$ cat src/rtl/hazard_pkg.sv
// Shared types for the hazard/sequencing controller: FSM state encoding,
// register-number width and the pipeline control bundle.
package hazard_pkg;

   localparam int REG_W   = 5;
   localparam int STATE_W = 2;

   typedef enum logic [STATE_W-1:0] {
      ST_RUN     = 2'd0,
      ST_MISS    = 2'd1,
      ST_RECOVER = 2'd2,
      ST_ILLEGAL = 2'd3
   } state_e;

   typedef struct packed {
      logic pc_write;
      logic if_id_write;
      logic if_flush;
      logic stall;
      logic id_ex_bubble;
   } ctrl_t;

   localparam ctrl_t CTRL_HOLD = '{pc_write: 1'b0, if_id_write: 1'b0, if_flush: 1'b0,
                                   stall: 1'b1, id_ex_bubble: 1'b0};

   // Flow control when no cache miss is being honoured: a taken branch
   // wins over a load-use bubble, which is dropped rather than deferred.
   function automatic ctrl_t run_ctrl(input logic branch_taken, input logic load_use);
      ctrl_t c;
      c = '0;
      if (branch_taken) begin
         c.pc_write    = 1'b1;
         c.if_id_write = 1'b1;
         c.if_flush    = 1'b1;
      end else if (load_use) begin
         c.id_ex_bubble = 1'b1;
      end else begin
         c.pc_write    = 1'b1;
         c.if_id_write = 1'b1;
      end
      return c;
   endfunction

endpackage

$ cat src/rtl/load_use_detect.sv
// Load-use hazard comparator: the EX-stage load writes a non-zero register
// that the instruction in ID reads.
module load_use_detect
   import hazard_pkg::*;
(
   input  logic             ex_memread_i,
   input  logic [REG_W-1:0] ex_rt_i,
   input  logic [REG_W-1:0] id_rs_i,
   input  logic [REG_W-1:0] id_rt_i,
   output logic             load_use_o
);

   assign load_use_o = ex_memread_i && (ex_rt_i != '0) &&
                       ((ex_rt_i == id_rs_i) || (ex_rt_i == id_rt_i));

endmodule

$ cat src/rtl/hazard_seq_ctrl.sv
// Pipeline hazard and cache-miss sequencing FSM with sticky miss timeout.
// Optional performance counters are built when HAZARD_PERF_CNT_EN is defined.
module hazard_seq_ctrl
   import hazard_pkg::*;
#(
   parameter int MISS_TIMEOUT = 1023,
   parameter int CNT_W        = 32
) (
   input  logic                clk,
   input  logic                reset,
   input  logic [REG_W-1:0]    id_rs,
   input  logic [REG_W-1:0]    id_rt,
   input  logic                ex_memread,
   input  logic [REG_W-1:0]    ex_rt,
   input  logic                branch_taken,
   input  logic                icache_busy,
   input  logic                dcache_busy,
   output logic                pc_write,
   output logic                if_id_write,
   output logic                if_flush,
   output logic                stall,
   output logic                id_ex_bubble,
   output logic [STATE_W-1:0]  state,
   output logic                timeout_err,
   output logic [CNT_W-1:0]    stall_cnt,
   output logic [CNT_W-1:0]    flush_cnt
);

   localparam int TMO_W = ($clog2(MISS_TIMEOUT + 1) < 1) ? 1 : $clog2(MISS_TIMEOUT + 1);
   localparam logic [TMO_W-1:0] TMO_MAX = TMO_W'(MISS_TIMEOUT);

   state_e           state_q, state_d;
   logic [TMO_W-1:0] tmo_q, tmo_d;
   logic             err_q, err_d;
   logic             cache_busy;
   logic             load_use;
   ctrl_t            ctrl;

   assign cache_busy = icache_busy | dcache_busy;

   load_use_detect u_load_use_detect (
      .ex_memread_i (ex_memread),
      .ex_rt_i      (ex_rt),
      .id_rs_i      (id_rs),
      .id_rt_i      (id_rt),
      .load_use_o   (load_use)
   );

   always_comb begin
      state_d = state_q;
      tmo_d   = tmo_q;
      err_d   = err_q;
      ctrl    = '0;
      case (state_q)
         ST_RUN: begin
            if (cache_busy) begin
               ctrl    = CTRL_HOLD;
               state_d = ST_MISS;
               tmo_d   = '0;
            end else begin
               ctrl = run_ctrl(branch_taken, load_use);
            end
         end
         ST_MISS: begin
            ctrl = CTRL_HOLD;
            // Count only cycles that stay in MISS so the flag appears in the
            // first MISS cycle beyond MISS_TIMEOUT, then the counter parks.
            if (cache_busy) begin
               if (tmo_q != TMO_MAX) begin
                  tmo_d = tmo_q + TMO_W'(1);
               end
               if (tmo_d == TMO_MAX) begin
                  err_d = 1'b1;
               end
            end else begin
               state_d = ST_RECOVER;
            end
         end
         ST_RECOVER: begin
            ctrl = run_ctrl(branch_taken, load_use);
            if (cache_busy) begin
               state_d = ST_MISS;
               tmo_d   = '0;
            end else begin
               state_d = ST_RUN;
            end
         end
         default: begin
            ctrl    = cache_busy ? CTRL_HOLD : run_ctrl(branch_taken, load_use);
            state_d = ST_RUN;
         end
      endcase
   end

   always_ff @(posedge clk or negedge reset) begin
      if (!reset) begin
         state_q <= ST_RUN;
         tmo_q   <= '0;
         err_q   <= 1'b0;
      end else begin
         state_q <= state_d;
         tmo_q   <= tmo_d;
         err_q   <= err_d;
      end
   end

   assign pc_write     = ctrl.pc_write;
   assign if_id_write  = ctrl.if_id_write;
   assign if_flush     = ctrl.if_flush;
   assign stall        = ctrl.stall;
   assign id_ex_bubble = ctrl.id_ex_bubble;
   assign state        = state_q;
   assign timeout_err  = err_q;

`ifdef HAZARD_PERF_CNT_EN
   logic [CNT_W-1:0] stall_cnt_q, stall_cnt_d;
   logic [CNT_W-1:0] flush_cnt_q, flush_cnt_d;

   always_comb begin
      stall_cnt_d = stall_cnt_q;
      flush_cnt_d = flush_cnt_q;
      if (ctrl.stall || ctrl.id_ex_bubble) begin
         stall_cnt_d = stall_cnt_q + CNT_W'(1);
      end
      if (ctrl.if_flush) begin
         flush_cnt_d = flush_cnt_q + CNT_W'(1);
      end
   end

   always_ff @(posedge clk or negedge reset) begin
      if (!reset) begin
         stall_cnt_q <= '0;
         flush_cnt_q <= '0;
      end else begin
         stall_cnt_q <= stall_cnt_d;
         flush_cnt_q <= flush_cnt_d;
      end
   end

   assign stall_cnt = stall_cnt_q;
   assign flush_cnt = flush_cnt_q;
`else
   assign stall_cnt = '0;
   assign flush_cnt = '0;
`endif

endmodule

$ cat config.mk
export PLATFORM = sky130hd
export DESIGN_NAME = hazard_seq_ctrl
export DESIGN_NICKNAME = d
export VERILOG_FILES = /design/src/rtl/hazard_pkg.sv /design/src/rtl/load_use_detect.sv /design/src/rtl/hazard_seq_ctrl.sv
export SDC_FILE = /design/constraint.sdc
export NUM_CORES = 1
export LEC_CHECK = 0
export CELL_PAD_IN_SITES_DETAIL_PLACEMENT = 0
export CELL_PAD_IN_SITES_GLOBAL_PLACEMENT = 1
export CORE_AREA = 2 2 86 88
export DETAILED_ROUTE_END_ITERATION = 6
export DIE_AREA = 0 0 88 90
export HOLD_SLACK_MARGIN = 0.05
export PLACE_DENSITY = 0.82
export SLEW_MARGIN = 0
export SYNTH_ARGS = -nofsm -noshare
export SYNTH_HDL_FRONTEND = slang
export SYNTH_SLANG_ARGS = --single-unit
$ cat constraint.sdc
create_clock -name clk -period 1.59 [get_ports clk]
set_input_delay 0.318 -clock clk [delete_from_list [all_inputs] [get_ports clk]]
set_output_delay 0.318 -clock clk [all_outputs]
set_load 0.1 [all_outputs]
# Word-level counts from Yosys, hierarchy flattened
# Index checks and enable logic that the tools add are counted.
# totals
out_inout_bits,72
in_bits,21
regBits,13
word_cells,42
# classes
eq_ne,10
n_mux,17
bitwise,1
n_reduce_logical,10
n_addsub,1
# ops
op,count
2-to-1 mux 10 bit,5
case mux 10 bit (2 select lines),1
adder 10 x 1 -> 10 bit (second input constant),1
== test 10 bit (second input constant),1
== test 5 bit,2
inequality test 10 bit (second input constant),1
case mux 5 bit (2 select lines),1
2-to-1 mux 2 bit,4
inequality test 2 bit (second input constant),3
case mux 2 bit (3 select lines),1
AND reduction 3 bit,2
2-to-1 mux 5 bit,1
nonzero test 5 bit,1
2-to-1 mux 1 bit,4
== test 2 x 1 -> 1 bit (second input constant),1
== test 2 bit (second input constant),1
logical AND 1 bit,2
zero test 2 bit,1
inequality test 2 x 1 -> 1 bit (second input constant),1
AND reduction 2 bit,1
nonzero test 2 bit,1
OR reduction 2 bit,1
logical OR 1 bit,1
OR 1 bit,1

# Depth between registers and ports, before layout
# depth
ltp_word,7
depth_mapped,7
mapped_depth_nobuf,7

# Modules after synthesis
# Synthesis repeated with hierarchy kept, for this count alone.
# unflattened
hier_cells,203
hier_area_um2,1627.8
# by_module_without_submodules
mod,seq_area_each_um2,cells_per_inst,instances,area_per_inst_um2
hazard_seq_ctrl,325.3,186,1,1502.7
load_use_detect,0.0,17,1,125.1

# Worst setup path before layout
# OpenSTA, ideal clock, no wires.
# synth_timing
path_kind,flip-flop to output port
from,reg state_q[0] (netlist: state[0])
to,out pc_write
stages_incl_launch_ff,7
path_buffers,1
slack_ns,-2.539
t_arrival_ns,3.811
t_required_ns,1.272
cell_sequence,dfrtp_1 > inv_1 > ha_1 > nor3_1 > nor2_1 > a21oi_1 > buf_4
# synth_between
elab_chain_len,2
elab_cells_between_ends,3
cone_classes,eq/ne (2); mux (1)
# synth_rtl
item,line_no,text
from (decl),hazard_seq_ctrl.sv:32,"state_e state_q, state_d;"
from (signal assigned),hazard_seq_ctrl.sv:101,state_q <= state_d;
== test 2 bit or == test 2 x 1 -> 1 bit (tied branches),hazard_seq_ctrl.sv:54,case (state_q)
case mux 5 bit (2 select lines) (*),hazard_seq_ctrl.sv:54,
to (decl),hazard_seq_ctrl.sv:18,"output logic pc_write,"
# Mark *: on every way between the ends. The rest lies on a longest branch, timed or not.

# Worst setup path in the final report
# layout_timing
from,in ex_rt[2]
to,out pc_write
# layout_between
elab_chain_len,7
elab_cells_between_ends,10
cone_classes,eq/ne (2); mux (4); reduce/logical (4)
# layout_rtl
item,line_no,text
from (decl),hazard_seq_ctrl.sv:14,"input logic [REG_W-1:0] ex_rt,"
== test 5 bit or nonzero test 5 bit (tied branches),"load_use_detect.sv:14, load_use_detect.sv:13",
logical OR 1 bit or logical AND 1 bit (tied branches),"load_use_detect.sv:14, load_use_detect.sv:13",
logical AND 1 bit (*),load_use_detect.sv:13,assign load_use_o = ex_memread_i && (ex_rt_i != '0) &&
2-to-1 mux 2 bit (*),hazard_pkg.sv:35,end else if (load_use) begin
2-to-1 mux 2 bit (*),hazard_pkg.sv:31,if (branch_taken) begin
2-to-1 mux 5 bit,hazard_seq_ctrl.sv:56,if (cache_busy) begin
case mux 5 bit (2 select lines) (*),hazard_seq_ctrl.sv:54,
# Marked as above.

==> flow_summary.ini <==
[detailed_routing]
wirelength_per_cell_um = 10.5
detail_route.iter0.violations = 39
vias_per_cell = 3.85
antenna_left = 0
dr.pass1.iters = 4
post-route-drc-count = 0
routed_wirelength_um = 3840
detailroute.via_count = 1412

[critical_path]
critPathArrivalTime_ns = 1.70
worstPathMaxFanout = 3
rrSetupSlack_ns = -0.32
setup.worst_path.start = ex_rt[2]
cp-end-kind = primary output
worst_r2r_startpoint = state[1]$_DFFE_PN0P_
worst_setup_path_start_kind = input port
cp.required_ns = 1.27
criticalPathCategory = in2out
rr_endpoint = tmo_q[0]$_DFFE_PN0P_
r2r_cells = 7

[global_route]
antenna_found_initial = 0
first_global_vias = 1288
grt_overflow_total = 0
grt_max_degree = 14
wire_length_of_the_first_global_routing_pass_um = 5740
gr-usage-all-layers_pct = 9.05

[placement]
placed_cell_area_um2 = 2150
io_buffers = 28
weighted_congestion_at_the_end_of_routability_driven_global_placement = 0.761
dp_hpwl_um = 2800

[synth]
synth_enable_flop_cells = 0
synth_top_flop_cell = dfrtp_1
yosysSeqAreaShare_pct = 19.9
yosysTopAreaCell = buf_4
fraction_of_synthesized_cell_area_taken_by_the_top_area_cell_type_pct = 30.7
post_synthesis_cell_area_um2 = 1640
yosys.cell_types.count = 44
synth_area_per_cell_um2 = 8.31
ffs_w_async_s_r_synth_pct = 100
postSynthRegisterBits = 13
synth_warnings = 0
synthCells = 197
synth.area.top_cells = buf_4 (31%), dfrtp_1 (20%), a21oi_1 (4.6%)

[final_layout]
layout_commonest_cell = conb_1
flow.area_growth_from_synthesis_pct = 49.4
sequential_cell_area_um2 = 338
footprint_of_the_multi_input_gates_um2 = 1190
finalNetCount = 295
final_layout_size_suffix_gt1_share_pct = 41.8
diodes_inserted = 0
layout_common_cells = conb_1 (64), buf_4 (34), nand2_1 (12)
finish.instance_area_um2 = 2450
num-fill-cells = 716

[cts]
worst_setup_hold_path_clk_slew_ns = 0.06
htree_num_levels = 1
clockBufferDepth = 2
clock_root_buffer = clkbuf_8
clk_latency_ns = 0.25
cts_num_sinks = 13
clock_tree_from_tritoncts = built
cts-buffers-inserted = 3

[sta]
final-setup-viol-count = 17
fmax_achieved_ghz = 0.494
timing.final.hold_violations = 0
clock-skew-final_ns = 0.00507
grt_setup_unrepaired = yes
period_needed_ns = 2.02
layout_setup_ws_ns = -0.432
totalNegativeSetupSlack_ns = -4.80
timing.final.max_slew_violations = 0
min_period_over_period_pct = 127

[outcome]
violations = negative setup slack
outcome = complete, but fails checks

[power]
leakage_power_nw = 1.13
p_per_area_nw_per_um2 = 1440
peakVddDrop_mv = 0.591

[die]
row_count = 31
chipWidth_um = 88
io_pins = 93
initial_utilization_pct = 23.3
floorplan.core_area_um2 = 7020
chipHeight_um = 90
design.die.area_um2 = 7920

[min_path]
hold_path.class = in2async

[flow_run]
timing.max_cap.violations = 0
[logic make-up after synthesis]
family	after synthesis	synth area share, %
buf+inv	75	32.7
simple gates	49	18.9
compound gates	39	16.1
xor+xnor	13	6.95
flops	13	19.9
fa+ha+maj	5	3.82
mux	2	1.37
other cells	1	0.229
[cells in the mapped netlist (all sizes together), types with 2 or more instances]
cell type	number
o31ai	3
nand3	8
nand4	2
nand3b	2
inv	6
buf	69
mux2	2
o21ai	9
and3	2
ha	5
nor2	9
a22o	2
xnor2	8
nor3	4
dfrtp	13
a21oi	16
nand2	15
xor2	5
[metal layers]
layer | share of wire (%) | up-vias | global-route usage, % | wire [µm]
li1 | - | 685 | - | -
met1 | 41 | 657 | 10.3 | 1580
met2 | 49 | 65 | 16.1 | 1890
met3 | 8.3 | 5 | 2.02 | 317
met4 | 1.4 | 0 | 3.33 | 52
met5 | 0 | - | 0 | 0
[where the power goes]
group / internal (W) / switching [W] / total [W]
sequential: 0.000395 / 0.0000729 / 0.000468
clock: 0.000174 / 0.000141 / 0.000315
combinational: 0.000963 / 0.00179 / 0.00275
[repair_timing]
item	CTS	global route
gates cloned	1	0
hold buffers	0	0
resized for setup	46	9
buffers inserted	8	5
pin swaps	27	10
setup endpoints to repair	16	16
[sequential cells by signal (all words and copies together), names as in the netlist]
name         cells
state            2
timeout_err      1
tmo_q           10
[through the flow]
step	std cells	setup slack, ns	util [%]	hold slack [ns]	power [W]
final	367	-0.432	34.9	0.377	0.00354
after global routing	367	-0.475	34.9	0.408	0.00372
after CTS	362	-0.429	33.9	0.393	0.00343
after detailed placement	350	-0.670	30.6	0.521	0.00291
after global placement	350	-0.648	30.6	0.520	0.00288
after floorplan	260	-0.823	-	0.0224	0.00237
[worst max path at each step]
| stage | endpoint | depth (start not counted) |
|---|---|---|
| floorplan | pc_write | 6 |
| global route | pc_write | 6 |
| CTS | pc_write | 6 |
| detailed placement | pc_write | 6 |
| global placement | pc_write | 6 |
| finish | pc_write | 6 |
[area by class of cell]
cell class                 instances  area share, %
clock inverter                     1          0.204
tap                               99           5.06
sequential                        13           13.8
timing repair buffer              73           29.6
multi-input combinational        172           48.6
clock buffer                       3           1.69
inverter                           6           1.12
[critical path, cell delays in order]
cell	delay, ns
dlygate4sd2_1	0.27
or4_1	0.50
nor2_2	0.14
nor3b_2	0.07
a21oi_4	0.20
buf_12	0.20
Note: power is estimated with default switching activity, not from simulation.
